==> src/rtl/uart_boot_loader.sv <==
// uart_boot_loader: bus master that streams a boot image out of the UART
// controller's receive FIFO and writes it to memory.
// Image format, little-endian 32-bit words: load address, word count, payload.
// When the load completes, o_done pulses and o_boot_addr holds the entry point.
module uart_boot_loader #(
   parameter int unsigned           ADDR_WIDTH = 32,
   parameter int unsigned           DATA_WIDTH = 32,
   parameter logic [ADDR_WIDTH-1:0] UART_BASE  = ADDR_WIDTH'(32'hc000_0000),
   parameter int unsigned           MAX_WORDS  = 65536
) (
   input  logic                  clk,
   input  logic                  n_rst,
   input  logic                  i_start,
   output logic                  o_busy,
   output logic                  o_done,
   output logic                  o_error,
   output logic [ADDR_WIDTH-1:0] o_boot_addr,
   output logic                  o_req,
   output logic                  o_rnw,
   output logic [ADDR_WIDTH-1:0] o_address,
   output logic [DATA_WIDTH-1:0] o_data,
   input  logic                  i_ack,
   input  logic [DATA_WIDTH-1:0] i_data
);

   localparam logic [ADDR_WIDTH-1:0] DR_ADDR  = UART_BASE;
   localparam logic [ADDR_WIDTH-1:0] FSR_ADDR = UART_BASE + ADDR_WIDTH'(8);
   localparam logic [31:0]           MAX_LEN  = 32'(MAX_WORDS);

   typedef enum logic [2:0] {
      S_IDLE,
      S_RD_FSR,
      S_RD_DR,
      S_WR_MEM,
      S_DONE,
      S_ERROR
   } state_t;

   // Index of the word being assembled: load address, length, then payload.
   localparam logic [1:0] W_ADDR    = 2'd0;
   localparam logic [1:0] W_LEN     = 2'd1;
   localparam logic [1:0] W_PAYLOAD = 2'd2;

   state_t                  state_q;
   logic                    req_q;
   logic                    rnw_q;
   logic [ADDR_WIDTH-1:0]   address_q;
   logic [DATA_WIDTH-1:0]   data_q;
   logic                    done_q;
   logic                    error_q;
   logic [ADDR_WIDTH-1:0]   boot_addr_q;
   logic [ADDR_WIDTH-1:0]   load_addr_q;
   logic [31:0]             length_q;
   logic [31:0]             payload_cnt_q;
   logic [31:0]             word_q;
   logic [1:0]              byte_cnt_q;
   logic [1:0]              word_idx_q;

   logic [31:0]             word_d;
   logic [ADDR_WIDTH-1:0]   wr_offset;
   logic                    unused_data;

   // Received bytes enter at the top, so the first byte ends up in bits [7:0].
   assign word_d      = {i_data[7:0], word_q[31:8]};
   // Byte offset of the current payload word; wraps modulo the address space.
   assign wr_offset   = ADDR_WIDTH'({payload_cnt_q, 2'b00});
   assign unused_data = ^i_data[DATA_WIDTH-1:8];

   assign o_busy      = (state_q != S_IDLE);
   assign o_done      = done_q;
   assign o_error     = error_q;
   assign o_boot_addr = boot_addr_q;
   assign o_req       = req_q;
   assign o_rnw       = rnw_q;
   assign o_address   = address_q;
   assign o_data      = data_q;

   // Load sequencer: raises a registered request one cycle after entering a
   // bus state, holds it until acked, and leaves the state on the ack edge.
   always_ff @(posedge clk or negedge n_rst) begin
      // NOTE: every register, including the datapath, is cleared by the async
      // reset so an abandoned load leaves nothing behind; state uses <= only.
      if (!n_rst) begin
         state_q       <= S_IDLE;
         req_q         <= 1'b0;
         rnw_q         <= 1'b0;
         address_q     <= '0;
         data_q        <= '0;
         done_q        <= 1'b0;
         error_q       <= 1'b0;
         boot_addr_q   <= '0;
         load_addr_q   <= '0;
         length_q      <= '0;
         payload_cnt_q <= '0;
         word_q        <= '0;
         byte_cnt_q    <= '0;
         word_idx_q    <= W_ADDR;
      end else begin
         done_q <= 1'b0;
         case (state_q)
            S_IDLE: begin
               if (i_start) begin
                  byte_cnt_q    <= '0;
                  word_idx_q    <= W_ADDR;
                  payload_cnt_q <= '0;
                  error_q       <= 1'b0;
                  state_q       <= S_RD_FSR;
               end
            end
            S_RD_FSR: begin
               if (!req_q) begin
                  req_q     <= 1'b1;
                  rnw_q     <= 1'b1;
                  address_q <= FSR_ADDR;
               end else if (i_ack) begin
                  req_q <= 1'b0;
                  // Bit 0 is RXFE: keep polling while the FIFO is empty.
                  if (!i_data[0]) state_q <= S_RD_DR;
               end
            end
            S_RD_DR: begin
               if (!req_q) begin
                  req_q     <= 1'b1;
                  rnw_q     <= 1'b1;
                  address_q <= DR_ADDR;
               end else if (i_ack) begin
                  req_q      <= 1'b0;
                  word_q     <= word_d;
                  byte_cnt_q <= byte_cnt_q + 2'd1;
                  if (byte_cnt_q != 2'd3) begin
                     state_q <= S_RD_FSR;
                  end else if (word_idx_q == W_ADDR) begin
                     load_addr_q <= ADDR_WIDTH'(word_d);
                     word_idx_q  <= W_LEN;
                     state_q     <= S_RD_FSR;
                  end else if (word_idx_q == W_LEN) begin
                     length_q   <= word_d;
                     word_idx_q <= W_PAYLOAD;
                     if (word_d == 32'd0) begin
                        done_q      <= 1'b1;
                        boot_addr_q <= load_addr_q;
                        state_q     <= S_DONE;
                     end else if (word_d > MAX_LEN) begin
                        state_q <= S_ERROR;
                     end else begin
                        state_q <= S_RD_FSR;
                     end
                  end else begin
                     state_q <= S_WR_MEM;
                  end
               end
            end
            S_WR_MEM: begin
               if (!req_q) begin
                  req_q     <= 1'b1;
                  rnw_q     <= 1'b0;
                  address_q <= load_addr_q + wr_offset;
                  data_q    <= DATA_WIDTH'(word_q);
               end else if (i_ack) begin
                  req_q         <= 1'b0;
                  payload_cnt_q <= payload_cnt_q + 32'd1;
                  if (payload_cnt_q + 32'd1 == length_q) begin
                     done_q      <= 1'b1;
                     boot_addr_q <= load_addr_q;
                     state_q     <= S_DONE;
                  end else begin
                     state_q <= S_RD_FSR;
                  end
               end
            end
            S_DONE: begin
               state_q <= S_IDLE;
            end
            S_ERROR: begin
               error_q <= 1'b1;
               state_q <= S_IDLE;
            end
            default: begin
               state_q <= S_IDLE;
            end
         endcase
      end
   end

endmodule

==> config.mk <==
export PLATFORM = sky130hd
export DESIGN_NAME = uart_boot_loader
export DESIGN_NICKNAME = d
export VERILOG_FILES = /design/src/rtl/uart_boot_loader.sv
export SDC_FILE = /design/constraint.sdc
export NUM_CORES = 1
export LEC_CHECK = 0
export ABC_AREA = 1
export BUFFER_PORTS_ARGS = -buffer_cell sky130_fd_sc_hd__buf_2
export CORE_ASPECT_RATIO = 1.25
export CORE_MARGIN = 5
export CORE_UTILIZATION = 29
export CTS_BUF_LIST = sky130_fd_sc_hd__clkbuf_8
export DETAILED_ROUTE_END_ITERATION = 12
export GPL_ROUTABILITY_DRIVEN = 0
export SLEW_MARGIN = 20
export SYNTH_ARGS = -nofsm -noshare
export SYNTH_HDL_FRONTEND = slang
export SYNTH_SLANG_ARGS = --single-unit
==> constraint.sdc <==
create_clock -name clk -period 3 [get_ports clk]
set_input_delay 0.75 -clock clk [delete_from_list [all_inputs] [get_ports clk]]
set_output_delay 0.75 -clock clk [all_outputs]
set_load 0.05 [all_outputs]
==> results.yml <==
status:
  status: "complete, no violations"
flow_run:
  maxCapViolations: 0
worst_setup_path:
  worstPathMaxFanout: 21
  r2r_cells: 19
  worst-setup-path-type: "reg2reg"
  cp.arrival_ns: 3.25
  r2r_start: "payload_cnt_q[0]"
  rrSetupSlack_ns: 0.25
  end_kind: "flip-flop"
  rr_endpoint: "o_boot_addr[18]"
  start_kind: "flip-flop"
  crit_required_ns: 3.50
sta:
  fin_crit_sh_pct: 91.6
  worstMarginPinSlew_ns: 0.976
  slew_violations: 0
  layout_setup_ws_ns: 0.252
  fmaxAchievable_ghz: 0.364
  finClkSkew_ns: 0.0164
  hold_viol: 0
  period_needed_ns: 2.75
  setup_viol: 0
  maxSlewHeadroom_pct: 34.6
clock_network:
  insertion_delay_ns: 0.57
  clk_pin_slew_ns: 0.06
  cts_tree: "yes"
  ctsRootBufferMaster: "clkbuf_8"
  htreeDepth: 2
  clk_path_buf_depth: 3
  cts.sinks: 235
  numCtsBuffers: 39
floorplanning:
  start_util_pct: 29.4
  die_area_mm2: 0.0460
  placementRows: 83
  die_w_um: 193
  io_pins: 137
  core_mm2: 0.0412
  die_y_um: 238
power:
  leakage_uw: 0.00725
  total_power_uw: 11700
  peakVddDrop_mv: 0.406
  power_density_mw_per_mm2: 816
routing:
  drt_iter0_markers: 745
  drt_wl_total_um: 37300
  vias_per_cell: 4.80
  wl_per_cell_um: 16.3
  ant_nets: 0
  vias: 10986
  drc: 0
  firstDrtPassIters: 7
logic_synthesis:
  synthXorXnorAreaFrac_pct: 0.434
  yosysWarnings: 0
  ys_top_cells_by_area: "dfrtp_1 (49%), nand2_1 (16%), o21ai_0 (7.6%)"
  synth_compound_area_share_pct: 13.3
  yosys.area.top_type: "dfrtp_1"
  synth_top_area_share_pct: 48.6
  syn_inst: 1569
  synthAdderAreaFrac_pct: 3.37
  synth_top_family_by_area: "simple AND/OR/NAND/NOR gates"
  synthDistinctLibCells: 41
  muxShareOfSynthArea_pct: 0
  ys_ff_latch: 235
  synth-simple-area-share_pct: 27.7
  synth_area_per_cell_um2: 7.72
  netlist_area_mm2: 0.0121
  yosysSeqAreaShare_pct: 48.6
  synth_nets: 1637
global_route:
  grt_pass1_wl_um: 58800
  grt_pass1_vias: 10884
  antenna_found_initial: 2
  grt-ovfl-total: 0
  track_usage_pct: 16.0
  grt_max_degree: 84
placed_design:
  io_buffers: 112
  hpwl_um: 28500
  detailedPlace.worstSlack_ns: 0.0983
finish:
  final_cell_mix: "nand2_1 (502), dfrtp_1 (232), o21ai_0 (182)"
  nNetsFinal: 1776
  drive_above_1_share_pct: 13.8
  area_delta_synth_final_pct: 18.3
  fin_util_pct: 34.7
  final_common_cell: "nand2_1"
  fill_cells: 4348
min_path:
  hp-class: "in2async"
==> routing by layer <==
metal  global-route usage (%)  wire length, um
met5                        0                0
met4                     6.14             1290
met3                     3.41             2330
met2                     26.6            17600
met1                     20.3            16100
==> how the worst max path moves through the flow <==
stage	cells after the start	endpoint	from
global placement	18	o_boot_addr[2]	payload_cnt_q[0]
detailed placement	18	o_boot_addr[0]	payload_cnt_q[0]
finish	19	o_boot_addr[18]	payload_cnt_q[0]
CTS	18	o_boot_addr[7]	payload_cnt_q[0]
floorplan	19	o_boot_addr[10]	payload_cnt_q[0]
global route	19	o_boot_addr[11]	payload_cnt_q[0]
==> worst max-delay path, stage by stage, from the launching register on <==
cell and delay (ns):
dfrtp_1 0.37, ha_2 0.21, nand2_2 0.08, nor2_4 0.21
buf_4 0.15, nand3_1 0.10, nand3_1 0.10, nand2_1 0.08
nor2_1 0.09, nand2_1 0.08, nor2_1 0.09, nand2_1 0.05
nor2_1 0.11, nand2_1 0.12, nor2_2 0.12, nand3_2 0.15
nand2_8 0.17, buf_12 0.17, nand3_1 0.12, nand2_1 0.09
==> stage by stage <==
stage | cell area [um^2] | cells | hold WS (ns) | TNS, ns
after floorplan | 12100 | 1569 | 0.453 | 0
after global placement | 13400 | 2214 | 0.452 | 0
after detailed placement | 13400 | 2214 | 0.457 | 0
after CTS | 14200 | 2282 | 0.195 | 0
after global routing | 14300 | 2288 | 0.224 | -0.00518
final | 14300 | 2289 | 0.173 | 0
==> registers in the layout (all words and copies together) (netlist names) <==
name / flops
load_addr_q: 32
length_q: 32
o_req: 1
o_boot_addr: 32
word_idx_q: 2
o_rnw: 1
state_q: 3
byte_cnt_q: 2
word_q: 32
o_address: 32
o_done: 1
o_error: 1
o_data: 32
payload_cnt_q: 32
==> cell type report <==
class	instances	area, um^2	area share, %
clock buffer	50	688	4.80
multi-input combinational	1132	5490	38.3
timing repair buffer	145	868	6.06
clock inverter	18	114	0.795
antenna	2	5.00	0.0349
inverter	155	582	4.06
tap	552	691	4.82
sequential	235	5880	41.1
==> where the power goes <==
part / internal, uW / leakage [uW] / total (uW) / switching (uW)
clock network: 1590 / 0.000460 / 2890 / 1300
logic: 1010 / 0.00363 / 4420 / 3420
registers: 3880 / 0.00316 / 4370 / 491
total: 6480 / 0.00725 / 11700 / 5210
==> logic make-up (layout without fill, tap and decap cells) <==
group,after synthesis,in the layout
compound gates,298,298
fa+ha+maj,32,32
simple gates,795,796
xor+xnor,6,6
buf+inv,203,368
other cells,0,2
flops,235,235
==> Yosys cell counts, drive strengths merged <==
library cell  instances
or2                   5
nand3b               13
a31oi                 9
o21bai                6
nand2               510
o311ai                1
inv                 153
o221a                 2
o21a                  3
a211oi                2
a22o                  3
ha                   31
clkbuf               39
nor4                  3
a32o                  3
o21ai               187
o2111ai               1
dfrtp               235
clkinv                2
nor3                 10
nor2                121
xor2                  4
o31ai                 3
a21o                  2
buf                   9
nand4                27
a21oi                57
nand3               106
xnor2                 2
fa                    1
o22ai                19
==> repair_timing <==
item / in CTS / in global routing
resized for setup: 0 / 12
buffers inserted: 0 / 4
hold buffers: 0 / 0
endpoints found under the setup margin: 0 / 36
Note: power is estimated with default switching activity, not from simulation.
